## src/rtl/pipeline_hazard_controller.sv

```systemverilog
// pipeline_hazard_controller
//
// Central stall/flush sequencer for a 5-stage RV32I pipeline.
// Each cycle it decides which pipeline registers advance, hold, take a
// bubble or flush. It bases that decision on three things: outstanding
// I/D-cache transactions, data hazards that forwarding cannot cover, and
// ID-stage control-flow redirects. A cache that completes early is
// remembered, so it is not re-requested while the other cache is still busy.
//
// Ports:
//   clk, rst                    clock, synchronous active-high reset
//   id_ex_in_ctrl               control word of the instruction in ID
//   id_ex_out_ctrl              control word of the instruction in EX
//   ex_mem_out_ctrl             control word of the instruction in MEM
//   id_redirect                 ID resolved a taken branch/jal/jalr
//   imem_read, imem_resp        I-cache request / response
//   dmem_read, dmem_write,
//   dmem_resp                   D-cache requests / response
//   load_pc .. load_mem_wb      pipeline register enables
//   flush_if_id, bubble_id_ex   NOP insertion controls
//   imem_req_mask, dmem_req_mask  suppress requests to a cache that already answered
//   stall_count, flush_count    saturating performance counters

package rv32i_types;
   typedef enum logic [6:0] {
      op_lui   = 7'b0110111,
      op_auipc = 7'b0010111,
      op_jal   = 7'b1101111,
      op_jalr  = 7'b1100111,
      op_br    = 7'b1100011,
      op_load  = 7'b0000011,
      op_store = 7'b0100011,
      op_imm   = 7'b0010011,
      op_reg   = 7'b0110011,
      op_csr   = 7'b1110011
   } rv32i_opcode;

   typedef enum logic [2:0] {
      alu_out  = 3'd0,
      br_en    = 3'd1,
      u_imm    = 3'd2,
      lw       = 3'd3,
      pc_plus4 = 3'd4
   } regfilemux_sel_t;

   localparam logic [2:0] FUNCT3_SLT  = 3'b010;
   localparam logic [2:0] FUNCT3_SLTU = 3'b011;

   typedef struct packed {
      rv32i_opcode     opcode;
      logic [2:0]      funct3;
      logic [4:0]      rs1_id;
      logic [4:0]      rs2_id;
      logic [4:0]      rd_id;
      logic            load_regfile;
      regfilemux_sel_t regfile_mux_sel;
   } rv32i_control_word;
endpackage

module pipeline_hazard_controller
   import rv32i_types::*;
#(
   parameter int CNT_WIDTH = 32
) (
   input  logic                 clk,
   input  logic                 rst,
   input  rv32i_control_word    id_ex_in_ctrl,
   input  rv32i_control_word    id_ex_out_ctrl,
   input  rv32i_control_word    ex_mem_out_ctrl,
   input  logic                 id_redirect,
   input  logic                 imem_read,
   input  logic                 imem_resp,
   input  logic                 dmem_read,
   input  logic                 dmem_write,
   input  logic                 dmem_resp,
   output logic                 load_pc,
   output logic                 load_if_id,
   output logic                 load_id_ex,
   output logic                 load_ex_mem,
   output logic                 load_mem_wb,
   output logic                 flush_if_id,
   output logic                 bubble_id_ex,
   output logic                 imem_req_mask,
   output logic                 dmem_req_mask,
   output logic [CNT_WIDTH-1:0] stall_count,
   output logic [CNT_WIDTH-1:0] flush_count
);

   typedef enum logic [1:0] {RUN, I_DONE, D_DONE} mem_state_t;

   mem_state_t state_reg, state_next;
   logic       i_pend, d_pend, mem_stall, hz;

   function automatic logic uses_rs1(input rv32i_opcode op);
      return !((op == op_lui) || (op == op_auipc) || (op == op_jal));
   endfunction

   function automatic logic uses_rs2(input rv32i_opcode op);
      return (op == op_reg) || (op == op_br) || (op == op_store);
   endfunction

   function automatic logic writes_reg(input logic [4:0] rs, input logic load_regfile,
                                       input logic [4:0] rd_id);
      return load_regfile && (rd_id != 5'd0) && (rd_id == rs);
   endfunction

   // ---------------- memory stall ----------------
   // A cache whose answer is already latched is no longer pending.
   assign i_pend    = imem_read && (state_reg != I_DONE) && !imem_resp;
   assign d_pend    = (dmem_read || dmem_write) && (state_reg != D_DONE) && !dmem_resp;
   assign mem_stall = i_pend || d_pend;

   // ---------------- data hazard ----------------
   // Instructions resolved in ID (branches, jalr, slt/sltu feeding a compare)
   // need their operands one stage earlier than EX-stage forwarding provides.
   logic       id_resolved, ex_is_load, mem_is_load, ex_value_late;
   logic [4:0] src_id [2];
   logic [1:0] src_used, src_hz;

   assign id_resolved = (id_ex_in_ctrl.opcode == op_br) || (id_ex_in_ctrl.opcode == op_jalr) ||
                        (((id_ex_in_ctrl.opcode == op_reg) || (id_ex_in_ctrl.opcode == op_imm)) &&
                         ((id_ex_in_ctrl.funct3 == FUNCT3_SLT) || (id_ex_in_ctrl.funct3 == FUNCT3_SLTU)));
   assign ex_is_load  = (id_ex_out_ctrl.opcode == op_load);
   assign mem_is_load = (ex_mem_out_ctrl.opcode == op_load);
   // lui and br_en results exist early enough in EX to forward into ID.
   assign ex_value_late = (id_ex_out_ctrl.opcode != op_lui) && (id_ex_out_ctrl.regfile_mux_sel != br_en);

   assign src_id[0]   = id_ex_in_ctrl.rs1_id;
   assign src_id[1]   = id_ex_in_ctrl.rs2_id;
   assign src_used[0] = uses_rs1(id_ex_in_ctrl.opcode);
   assign src_used[1] = uses_rs2(id_ex_in_ctrl.opcode);

   genvar gi;
   generate
      for (gi = 0; gi < 2; gi++) begin : g_src
         logic ex_match, mem_match;
         assign ex_match  = writes_reg(src_id[gi], id_ex_out_ctrl.load_regfile, id_ex_out_ctrl.rd_id);
         assign mem_match = writes_reg(src_id[gi], ex_mem_out_ctrl.load_regfile, ex_mem_out_ctrl.rd_id);
         assign src_hz[gi] = src_used[gi] &&
                             ((ex_is_load && ex_match) ||
                              (id_resolved && ((ex_match && ex_value_late) || (mem_match && mem_is_load))));
      end
   endgenerate

   assign hz = |src_hz;

   // ---------------- memory FSM ----------------
   always_ff @(posedge clk) begin
      if (rst) state_reg <= RUN;
      else     state_reg <= state_next;
   end

   always_comb begin
      state_next = state_reg;
      case (state_reg)
         RUN: begin
            if (imem_resp && d_pend)      state_next = I_DONE;
            else if (dmem_resp && i_pend) state_next = D_DONE;
         end
         I_DONE:  if (!d_pend) state_next = RUN;
         D_DONE:  if (!i_pend) state_next = RUN;
         default: state_next = RUN;
      endcase
   end

   // ---------------- pipeline control outputs ----------------
   always_comb begin
      load_pc       = 1'b0;
      load_if_id    = 1'b0;
      load_id_ex    = 1'b0;
      load_ex_mem   = 1'b0;
      load_mem_wb   = 1'b0;
      flush_if_id   = 1'b0;
      bubble_id_ex  = 1'b0;
      imem_req_mask = 1'b0;
      dmem_req_mask = 1'b0;
      if (!rst) begin
         imem_req_mask = (state_reg == I_DONE);
         dmem_req_mask = (state_reg == D_DONE);
         if (mem_stall) begin
            // everything frozen; a pending redirect stays in ID and is re-seen later
         end else if (hz) begin
            load_id_ex   = 1'b1;
            bubble_id_ex = 1'b1;
            load_ex_mem  = 1'b1;
            load_mem_wb  = 1'b1;
         end else begin
            load_pc     = 1'b1;
            load_if_id  = 1'b1;
            load_id_ex  = 1'b1;
            load_ex_mem = 1'b1;
            load_mem_wb = 1'b1;
            flush_if_id = id_redirect;
         end
      end
   end

   // ---------------- saturating performance counters ----------------
   // index 0: stalled cycles, index 1: flushes
   logic [1:0]           cnt_inc;
   logic [CNT_WIDTH-1:0] cnt_reg [2];

   assign cnt_inc = {flush_if_id, mem_stall || hz};

   generate
      for (gi = 0; gi < 2; gi++) begin : g_cnt
         always_ff @(posedge clk) begin
            if (rst)                                    cnt_reg[gi] <= '0;
            else if (cnt_inc[gi] && (cnt_reg[gi] != '1)) cnt_reg[gi] <= cnt_reg[gi] + 1'b1;
         end
      end
   endgenerate

   assign stall_count = cnt_reg[0];
   assign flush_count = cnt_reg[1];

   // Control-word fields this block has no use for.
   logic unused_ctrl_bits;
   assign unused_ctrl_bits = ^{id_ex_in_ctrl.rd_id, id_ex_in_ctrl.load_regfile, id_ex_in_ctrl.regfile_mux_sel,
                               id_ex_out_ctrl.funct3, id_ex_out_ctrl.rs1_id, id_ex_out_ctrl.rs2_id,
                               ex_mem_out_ctrl.funct3, ex_mem_out_ctrl.rs1_id, ex_mem_out_ctrl.rs2_id,
                               ex_mem_out_ctrl.regfile_mux_sel};

endmodule

```

## config.mk

```make
export PLATFORM = sky130hd
export DESIGN_NAME = pipeline_hazard_controller
export DESIGN_NICKNAME = d
export VERILOG_FILES = /design/src/rtl/pipeline_hazard_controller.sv
export SDC_FILE = /design/constraint.sdc
export NUM_CORES = 1
export LEC_CHECK = 0
export BUFFER_PORTS_ARGS = -buffer_cell sky130_fd_sc_hd__buf_4
export CAP_MARGIN = 20
export CORE_MARGIN = 2
export CORE_UTILIZATION = 54
export DETAILED_ROUTE_END_ITERATION = 6
export GPL_TIMING_DRIVEN = 0
export PLACE_DENSITY_LB_ADDON = 0.15
export RECOVER_POWER = 50
export REMOVE_ABC_BUFFERS = 1
export SLEW_MARGIN = 20
export SYNTH_ARGS = -nofsm -noshare
export SYNTH_HDL_FRONTEND = slang
export SYNTH_SLANG_ARGS = --single-unit
```

## constraint.sdc

```tcl
create_clock -name clk -period 10.4 [get_ports clk]
set_input_delay 2.08 -clock clk [delete_from_list [all_inputs] [get_ports clk]]
set_output_delay 2.08 -clock clk [all_outputs]
set_load 0.03 [all_outputs]
```

### Word-level counts from Yosys, hierarchy flattened

Memories as Yosys holds them, arrays and structs flattened.
Cells that the tools add are included.

* muxes and demuxes: 28
* bitwise gates (word level): 2
* add/sub/neg operators: 2
* equality and inequality tests: 27
* reduce and logical (&&, ||, !) cells: 49

Operators by type and width (number)
* $add 32x1->32 const B: 2
* $mux 32: 2
* $ne 32x32->1 const B: 2
* $logic_and 1x1->1: 26
* $eq 7x6->1 const B: 3
* $eq 7x7->1 const B: 3
* $mux 1: 21
* $eq 5x5->1: 4
* $logic_or 1x1->1: 15
* $eq 7x2->1 const B: 2
* $eq 7x5->1 const B: 2
* $reduce_bool 5->1: 2
* $mux 2: 4
* $ne 7x6->1 const B: 1
* $eq 3x2->1 const B: 2
* $ne 2x2->1 const B: 3
* $pmux 2 s3: 1
* $logic_not 1->1: 3
* $ne 3x1->1 const B: 1
* $ne 3x3->1 const B: 1
* $reduce_and 3->1: 1
* $eq 2x1->1 const B: 1
* $eq 2x2->1 const B: 1
* $logic_not 2->1: 1
* 3 further kinds: 4

* word-level logic and storage cells: 110
* output and inout bits: 73
* memories: 1
* RAM bits: 64
* register bits: 2

Memory list
* cnt_reg: words 2, bits a word 32, read ports 2, clocked after memory_dff 0, write ports 2, line 201 `logic [CNT_WIDTH-1:0] cnt_reg [2];`

### Depth between registers and ports, before layout

Gate-level depths: netlist (run 1).

* depth after elaboration: 17
* mapped depth: 8
* depth with buffers taken out: 7

### Least setup slack after synthesis (run 1)

No wires, ideal clock.

* kind: input to output
* start point: input port ex_mem_out_ctrl[5] (netlist bit)
* end point: output port load_pc
* slack: 4.414 ns
* buffers on the path: 1
* arrival: 3.906 ns
* stages on the path: 6
* path through: or4_1 o2111ai_2 a21oi_2 or2_2 nor2_1 buf_4

* longest elaborated chain between the ends: 12
* elaborated cells between the ends (all ways): 20

RTL lines
* start, declared: line 69 `input rv32i_control_word ex_mem_out_ctrl,`
* $reduce_bool 5->1: line 104 `return load_regfile && (rd_id != 5'd0) && (rd_id == rs);`
* $logic_and 1x1->1 (2 in a row): line 104
* $logic_and 1x1->1: line 141 `(id_resolved && ((ex_match && ex_value_late) || (mem_match && mem_is_load))));`
* $logic_or 1x1->1: line 141
* $logic_and 1x1->1: line 141
* $logic_or 1x1->1: line 140 `((ex_is_load && ex_match) ||`
* $logic_and 1x1->1: line 139 `assign src_hz[gi] = src_used[gi] &&`
* $reduce_or 2->1 *: line 145 `assign hz = |src_hz;`
* $mux 1 * (3 in a row)
* end, declared: line 76 `output logic load_pc,`

Every way passes the cells marked *; elsewhere a longest branch is shown, timed or not.

### Worst setup path after layout (run 1)

* start point: input port id_ex_out_ctrl[25] (netlist bit)
* end point: output port load_if_id

* longest elaborated chain between the ends: 11
* elaborated cells between the ends (all ways): 19

RTL lines
* start, declared: line 68 `input rv32i_control_word id_ex_out_ctrl,`
* $ne 7x6->1: line 126 `assign ex_value_late = (id_ex_out_ctrl.opcode != op_lui) && (id_ex_out_ctrl.regfile_mux_sel != br_en);`
* $logic_and 1x1->1: line 126
* $logic_and 1x1->1: line 141
* $logic_or 1x1->1: line 141
* $logic_and 1x1->1: line 141
* $logic_or 1x1->1: line 140
* $logic_and 1x1->1: line 139
* $reduce_or 2->1 *: line 145
* $mux 1 *: line 182 `end else if (hz) begin`
* $mux 1 *: line 180 `if (mem_stall) begin`
* $mux 1 *: line 177 `if (!rst) begin`
* end, declared: line 77 `output logic load_if_id,`

Marks and branches as above.

==> flow_summary.ini, run 1 <==
[route]
viasPerCell = 5.56
post_drt_wl_per_cell_um = 15.4
firstDrtPassIters = 4
vias = 3528
routed_wl_um = 9790
drt-initial-drc-count = 158
drc_errors = 0
ant_nets = 0

[sta]
slew_headroom = -0.892
skew_ns = 0.0176
fmax_mhz = 170
finalHoldViolCount = 0
rsz0062_at_grt = no
tightest_slew_ns = 2.81
finalSetupViolations = 0
fin_tns_setup_ns = 0
final-max-slew-violation-count = 35
period_needed_ns = 5.90
finalCritPeriodShare = 0.567

[place]
gp_congestion = 0.770
hpwl_um = 7310
port_buffers = 128
placed_area_um2 = 5390
dp.cells = 618

[floorplan]
die_h_um = 93.9
die_area_um2 = 8810
io_pins = 168
rows = 32
fp.dieW_um = 93.9
start_util = 0.562
core_um2 = 7770

[synthesis]
syn_area_um2 = 4360
synthFlopType = edfxtp_1
syn_area_per_cell_um2 = 11.0
ys_warn_count = 0
synth_cells = 397
synthArstFlopShare = 0
synth.distinct_cells = 51
synth_seq_cells = 66
synth_edf_count = 64
ys_seq_area_frac = 0.450

[power_and_ir_drop]
ir_worst_vdd_mv = 0.0757
pwr-share-seq = 0.471
pwr-share-clk = 0.330
p_per_area_nw_per_um2 = 136
share_comb_of_total_power = 0.199
switching_power_w = 0.000226
p_int_w = 0.000499
p_leak_nw = 1.83
p_sw_frac = 0.312

[job]
drv_cap = 2

[clock_network]
cts.sinks = 66
clockBufferDepth = 2
post_cts_buffers = 0
htree_levels = 3
ctsResizeCount = 0
worstSkewPairLatency_ns = 0.34
root_buffer = clkbuf_8
clk_pin_slew_worst_paths_ns = 0.07
cts_tree = done
cts_inserted_buffers = 9
postCtsHoldBufs = 0

[worst_hold_path]
hold_path_depth = 1
hold_class = reg2reg

[layout]
synthToLayoutAreaGrowth_pct = 22.3
largest_reg_flops = 64
fin_area_um2 = 5330
antenna_cells = 0
finalNonFillerCells = 634
layout.nets = 624
drive_gt1_frac = 0.244

[global_routing]
grt_usage = 0.228
grt_pass1_vias = 3388
grt_pass1_wl_um = 15900
grt_overflow = 0
grt_max_degree = 33
grt_antenna_before_repair = 0

[setup_path]
worstSetupEndpointType = primary output
start_kind = input pin
cp_max_fo = 4
required_ns = 8.32
r2r_cells = 6
crit_type = in2out
cp.arrival_ns = 3.82

[run_status]
violations = capacitance limit, slew limit
status = finished with violations
[kinds of logic (layout without fill, tap and decap cells)]
family                     Yosys count  in the layout  synth area share
and+or+nand+nor                    211            211             0.308
xor gates and xnor gates            80             80             0.161
DFF                                 66             66             0.450
buffers and inverters               21            156            0.0379
AOI/OAI and AO/OA                   17             17            0.0382
adders and majority gates            2              2           0.00574
[cells in the final DEF (no fill, tap or decap), types with 3 or more instances in the layout]
cell	n
and4_1	5
clkbuf_1	65
nor3b_1	3
nor3_1	28
xnor2_1	37
nand2_1	21
edfxtp_1	64
nand3_1	27
buf_4	62
nor4_1	5
nand4_1	13
nor2_2	12
xor2_1	43
nor2_4	28
clkbuf_8	9
inv_1	10
nor2_1	34
and3_1	16
[final cells by class]
cell class                      instances  area (um^2)
Clock inverter                          7         93.8
Inverter                               10         37.5
Multi-Input combinational cell        310         2220
Tap cell                              102          128
Timing Repair Buffer                  130          764
Sequential cell                        66         1960
Clock buffer                            9          124
Fill cell                             668         2430
[power by group through the flow]
stage | clock network, W | registers [W] | logic, W
floorplan | 0 | 0.000381 | 0.0000561
global placement | 0 | 0.000347 | 0.000156
detailed placement | 0 | 0.000348 | 0.000162
CTS | 0.000239 | 0.000342 | 0.000162
global route | 0.000252 | 0.000345 | 0.000154
finish | 0.000239 | 0.000342 | 0.000144
[worst max-delay path: stages]
cell and delay [ns]:
clkbuf_4 0.11, nor4bb_1 0.41, a41oi_1 0.17, a22oi_1 0.25
a211oi_1 0.13, or2_2 0.31, nor2_1 0.15, buf_4 0.19
[through the flow]
stage                     power, W  setup slack [ns]  hold slack [ns]   util
final                     0.000725              4.50            0.485  0.687
after global routing      0.000751              4.34            0.534  0.687
after CTS                 0.000743              4.48            0.487  0.721
after detailed placement  0.000509              4.48            0.477  0.693
after global placement    0.000503              2.79            0.447  0.685
after floorplan           0.000437              3.81            0.436      -
[path summary, 6_finish.rpt]
| kind | endpoint | startpoint | slack, ns |
|---|---|---|---|
| worst max register to register | cnt_reg[1][5] | cnt_reg[1][5] | 6.50 |
| worst min-delay path | state_reg[0] | state_reg[1] | 0.48 |
| worst min register to register | state_reg[0] | state_reg[1] | 0.48 |
| worst max-delay path | load_if_id | id_ex_out_ctrl[25] | 4.50 |
[synth_stat cells (3+ instances only)]
| cell | instances | share of area |
|---|---|---|
| nor2_1 | 34 | 0.029 |
| nor3_1 | 27 | 0.031 |
| nand4_1 | 13 | 0.019 |
| nor3b_1 | 3 | 0.0052 |
| xor2_1 | 43 | 0.086 |
| buf_4 | 3 | 0.0052 |
| buf_12 | 4 | 0.018 |
| edfxtp_1 | 64 | 0.44 |
| nand2_1 | 22 | 0.019 |
| nor4_1 | 5 | 0.0072 |
| nor2_2 | 12 | 0.017 |
| nor2_4 | 28 | 0.072 |
| nand3_1 | 27 | 0.031 |
| xnor2_1 | 37 | 0.074 |
| and4_1 | 5 | 0.010 |
| and3_1 | 16 | 0.023 |
| inv_1 | 10 | 0.0086 |
[metal layers]
layer	GRT usage	vias up	part of all wire
li1	-	1688	-
met1	0.290	1706	0.43
met2	0.390	121	0.50
met3	0.0449	13	0.056
met4	0.0713	0	0.014
met5	0	-	0
Note: power is estimated with default switching activity, not from simulation.
==> inputs of run 2 (changes only) <==
--- a/config.mk
+++ b/config.mk
@@ -5,10 +5,11 @@
 export SDC_FILE = /design/constraint.sdc
 export NUM_CORES = 1
 export LEC_CHECK = 0
+export ABC_AREA = 1
 export BUFFER_PORTS_ARGS = -buffer_cell sky130_fd_sc_hd__buf_4
 export CAP_MARGIN = 20
 export CORE_MARGIN = 2
-export CORE_UTILIZATION = 54
+export CORE_UTILIZATION = 46
 export DETAILED_ROUTE_END_ITERATION = 6
 export GPL_TIMING_DRIVEN = 0
 export PLACE_DENSITY_LB_ADDON = 0.15
==> constraint.sdc (replaced) <==
create_clock -name clk -period 5.35 [get_ports clk]
set_input_delay 1.07 -clock clk [delete_from_list [all_inputs] [get_ports clk]]
set_output_delay 1.07 -clock clk [all_outputs]
set_load 0.03 [all_outputs]
==> run 2 against run 1 <==
Against the previous run: the run now ends clean; non-clock buffer count up 1; routed wire length grew 27%; area after synthesis rose by 11%; clock power rose by 69%; global-route usage fell by 0.38 points; first-iteration DRC count fell by 3.8%; critical path depth increased by 1; largest power group unchanged; highest routed layer unchanged.
==> flow_summary.ini, run 2 <==
[run_status]
status = finished, final reports clean

[global_routing]
grt_pass1_vias = 4436
grt_overflow = 0
grt_usage = 0.224
grt_max_degree = 34
grt_pass1_wl_um = 20500
grt_antenna_before_repair = 0

[synthesis]
synth.distinct_cells = 34
ys_seq_area_frac = 0.405
synth_edf_count = 64
synthFlopType = edfxtp_1
synthArstFlopShare = 0
synth_seq_cells = 66
yosys.cell_count.top_type = nand2_1
ys_warn_count = 0
syn_area_um2 = 4850
syn_area_per_cell_um2 = 7.64
synth.area.top_cells = edfxtp_1, nand2_1, inv_1
yosys.area.top_type = edfxtp_1
synth_cells = 635
yosysTopAreaCellShare = 0.396
synthTopCellsByCount = nand2_1, inv_1, nor2_1, edfxtp_1, nor3_1

[sta]
skew_ns = 0.0100
finalSetupViolations = 0
setup_ws_ns = 1.66
tightest_slew_ns = 1.44
finalHoldViolCount = 0
finalCritPeriodShare = 0.691
final-max-slew-violation-count = 0
rsz0062_at_grt = no
period_needed_ns = 3.69
fmax_mhz = 271
slew_headroom = 0.0393

[power_and_ir_drop]
ir_worst_vdd_mv = 0.163
p_per_area_nw_per_um2 = 237
p_leak_nw = 2.45

[floorplan]
rows = 37
die_h_um = 107
io_pins = 168
die_area_um2 = 11400
core_um2 = 10300
fp.dieW_um = 107
start_util = 0.472

[worst_hold_path]
worstHoldStart = state_reg[1]
hold_class = reg2reg

[route]
firstDrtPassIters = 5
viasPerCell = 5.01
drt-initial-drc-count = 152
routed_wl_um = 12500
drc_errors = 0
vias = 4538
ant_nets = 0
post_drt_wl_per_cell_um = 13.8

[clock_network]
clockBufferDepth = 2
root_buffer = clkbuf_8
cts_inserted_buffers = 9
htree_levels = 3
clk_pin_slew_worst_paths_ns = 0.07
post_cts_buffers = 0
cts_tree = done
cts.sinks = 66
postCtsHoldBufs = 0
ctsResizeCount = 0
worstSkewPairLatency_ns = 0.34

[setup_path]
cp_cell_sequence = clkbuf_4 -> o21ai_0 -> nor2_1 -> inv_1 -> nand2_1 -> nor2_1 -> nand4_1 -> inv_1 -> buf_4
cp_top_family = simple AND/OR/NAND/NOR gates
start_kind = input pin
cp.arrival_ns = 2.62
cp_max_fo = 5
timing.rr.start = cnt_reg[1][0]
required_ns = 4.28
crit_path_max_incr_delay_ns = 0.32
critical_path_buf_inv_count = 4
crit_type = in2out
worstSetupEndpointType = primary output
critPathSlowestCell = nand4_1
cp-startpoint = dmem_write

[layout]
synthToLayoutAreaGrowth_pct = 21.1
drive_gt1_frac = 0.126
layout_common_cells = nand2_1, inv_1, nor2_1
mostFrequentLayoutCell = nand2_1
largest_reg_flops = 64
finalNonFillerCells = 905
layout.nets = 861
antenna_cells = 0

[place]
dp.cells = 889
port_buffers = 128
place_ws_ns = 1.64
hpwl_um = 9830
gp_congestion = 0.942

[job]
drv_cap = 0
-- run 2: area by class of cell --
cell class	instances	area [um^2]
well taps	136	170
repair buffers	131	759
multi-input cells	457	2420
clock buffers	10	128
clock inverters	6	57.6
fillers	1027	4410
inverters	99	372
flip-flops and latches	66	1960
-- run 2: stage by stage --
stage | setup TNS, ns | cell area [um^2] | total power (W) | hold slack (ns) | util
floorplan | -47.93 | 4750 | 0.000879 | 0.404 | -
global placement | -71.87 | 5880 | 0.00102 | 0.419 | 0.572
detailed placement | 0 | 5950 | 0.00103 | 0.429 | 0.579
CTS | 0 | 6140 | 0.00144 | 0.440 | 0.597
global route | 0 | 5870 | 0.00145 | 0.451 | 0.571
finish | 0 | 5870 | 0.00139 | 0.442 | 0.571
-- run 2: cells by family after synthesis --
family	after synthesis	share of synthesized area
AOI/OAI and AO/OA	10	0.0124
xor gates and xnor gates	68	0.123
adders and majority gates	2	0.00516
buffers and inverters	112	0.0968
DFF	66	0.405
and+or+nand+nor	377	0.358
-- run 2: metal layers --
layer  GRT usage  up-vias  part of all wire
li1            -     2300                 -
met5           0        -                 0
met2       0.406      146              0.51
met4      0.0677        0             0.016
met1       0.267     2074              0.42
met3      0.0444       18             0.055
-- run 2: final timing paths --
check | cells after the start | slack (ns) | endpoint
setup / recovery | 9 | 1.66 | flush_if_id
hold reg to reg | 1 | 0.44 | state_reg[0]
hold / removal | 1 | 0.44 | state_reg[0]
setup reg to reg | 9 | 2.15 | cnt_reg[1][14]
-- run 2: report_power, final --
group          internal (W)  leakage (nW)  switching (W)
combinational      0.000101          1.65       0.000209
clock              0.000212        0.0890       0.000192
sequential         0.000618         0.706      0.0000581
-- run 2: worst register-to-register path: stages (launching register included) --
cell      delay, ns
edfxtp_1       0.43
ha_1           0.22
nand2_1        0.10
nor3_1         0.44
nand3b_1       0.21
nor2_1         0.14
nand4_1        0.15
nor2_4         0.66
o21ai_4        0.35
buf_16         0.25
==> inputs of run 3 (changes only) <==
==> constraint.sdc (replaced) <==
create_clock -name clk -period 3.07 [get_ports clk]
set_input_delay 0.614 -clock clk [delete_from_list [all_inputs] [get_ports clk]]
set_output_delay 0.614 -clock clk [all_outputs]
set_load 0.03 [all_outputs]
==> run 3 against run 2 <==
Against the previous run: global-route usage is 0.25 points higher; highest routed layer unchanged; combinational power grew 73%; cell count rose by 0.11%; flip-flop and latch count unchanged; sequential share of layout area up 0.12 points; register-to-register slack lost 1.9 ns; sequential power is 75% higher; die area stayed put; first-iteration DRC count is 29% higher; core utilization fell by 0.21 points; power up 74%; critical path depth unchanged; critical endpoint is now cnt_reg[1][14].
==> flow_summary.ini, run 3 (synthesis results as in run 2) <==
[run_status]
status = finished, final reports clean

[worst_hold_path]
hold_class = reg2reg
worstHoldStart = state_reg[1]
hold_path_depth = 1
whs_endpoint = state_reg[0]

[layout]
largest_reg_flops = 64
antenna_cells = 0
synthToLayoutAreaGrowth_pct = 20.7
layout.nets = 862
layout_common_cells = nand2_1, inv_1, nor2_1
drive_gt1_frac = 0.121
fillers = 1039
mostFrequentLayoutCell = nand2_1

[sta]
skew_ns = 0.00996
finalSetupViolations = 0
finalHoldViolCount = 0
period_needed_ns = 2.80
fmax_mhz = 357
slew_headroom = 0.437
fin_tns_setup_ns = 0
tightest_slew_ns = 0.837
setup_ws_ns = 0.266
finalCritPeriodShare = 0.913
rsz0062_at_grt = no
final-max-slew-violation-count = 0

[job]
drv_cap = 0

[clock_network]
postCtsHoldBufs = 0
cts_inserted_buffers = 9
cts.sinks = 66
htree_levels = 3
worstSkewPairLatency_ns = 0.34
root_buffer = clkbuf_8
clockBufferDepth = 2
ctsResizeCount = 0
cts_tree = done
clk_pin_slew_worst_paths_ns = 0.08

[setup_path]
worstSetupEndpointType = register
timing.rr.start = cnt_reg[1][0]
cp.arrival_ns = 2.90
r2r_cells = 9
cp_max_fo = 17
rrSetupSlack_ns = 0.27
start_kind = register
required_ns = 3.16
crit_type = reg2reg
r2r_end = cnt_reg[1][14]

[route]
vias = 4558
firstDrtPassIters = 5
post_drt_wl_per_cell_um = 13.9
viasPerCell = 5.03
routed_wl_um = 12600
drc_errors = 0
ant_nets = 0
drt-initial-drc-count = 196

[place]
gp_congestion = 0.942
place_ws_ns = 0.0173
hpwl_um = 9830
port_buffers = 128

[global_routing]
grt_pass1_wl_um = 20700
grt_antenna_before_repair = 0
grt_max_degree = 33
grt_pass1_vias = 4466
grt_usage = 0.226
grt_overflow = 0

[power_and_ir_drop]
p_per_area_nw_per_um2 = 412
pwr-share-seq = 0.488
p_leak_nw = 2.43
ir_worst_vdd_mv = 0.282
p_int_w = 0.00162
share_comb_of_total_power = 0.222
p_sw_frac = 0.330
switching_power_w = 0.000797
pwr-share-clk = 0.291

[floorplan]
io_pins = 168
die_h_um = 107
start_util = 0.472
fp.dieW_um = 107
core_um2 = 10300
die_area_um2 = 11400
rows = 37
run 3: layout make-up:
cell class	instances	area, um^2	area share
clock buffers	10	128	0.0218
clock inverters	6	57.6	0.00984
inverters	99	372	0.0635
multi-input cells	458	2420	0.413
flip-flops and latches	66	1960	0.335
well taps	136	170	0.0291
repair buffers	131	744	0.127
run 3: power by group through the flow:
stage	Clock (W)	Sequential, W	Combinational, W
after floorplan	0	0.00131	0.000218
after global placement	0	0.00120	0.000579
after detailed placement	0	0.00120	0.000599
after CTS	0.000723	0.00118	0.000602
after global routing	0.000749	0.00119	0.000583
final	0.000701	0.00118	0.000535
run 3: how the worst max path moves through the flow:
stage | from | to | slack [ns] | cells after the start
detailed placement | cnt_reg[1][0] | cnt_reg[1][14] | 0.02 | 9
global placement | dmem_write | cnt_reg[1][30] | -4.07 | 8
global route | cnt_reg[1][0] | cnt_reg[1][14] | 0.02 | 9
finish | cnt_reg[1][0] | cnt_reg[1][14] | 0.27 | 9
floorplan | dmem_write | cnt_reg[1][0] | -3.32 | 7
CTS | cnt_reg[1][0] | cnt_reg[1][14] | 0.20 | 9
run 3: worst max-delay path, stage by stage (launching register included):
cell,delay [ns]
edfxtp_1,0.43
ha_1,0.22
nand2_1,0.11
nor3_2,0.29
nand3b_1,0.17
nor2_1,0.13
nand4_1,0.21
nor2_4,0.46
o21ai_4,0.28
buf_16,0.24
run 3: what timing repair did:
item	4_1_cts	5_1_grt
setup buffers	0	0
pin swaps	1	1
endpoints found under the setup margin	5	11
hold endpoints to repair	0	0
gates cloned	1	0
run 3: through the flow:
stage	power (W)	util	cells	hold slack [ns]	cell area, um^2
after floorplan	0.00153	-	622	0.404	4750
after global placement	0.00178	0.572	886	0.419	5880
after detailed placement	0.00180	0.579	889	0.429	5950
after CTS	0.00250	0.598	906	0.440	6140
after global routing	0.00252	0.569	906	0.451	5850
final	0.00241	0.569	906	0.439	5850
run 3: layer usage:
layer	wire (um)	track usage	vias up	part of all wire
met5	0	0	-	0
met4	232	0.0677	0	0.018
met3	585	0.0444	22	0.046
met2	6390	0.410	128	0.51
met1	5400	0.270	2102	0.43
li1	-	-	2306	-
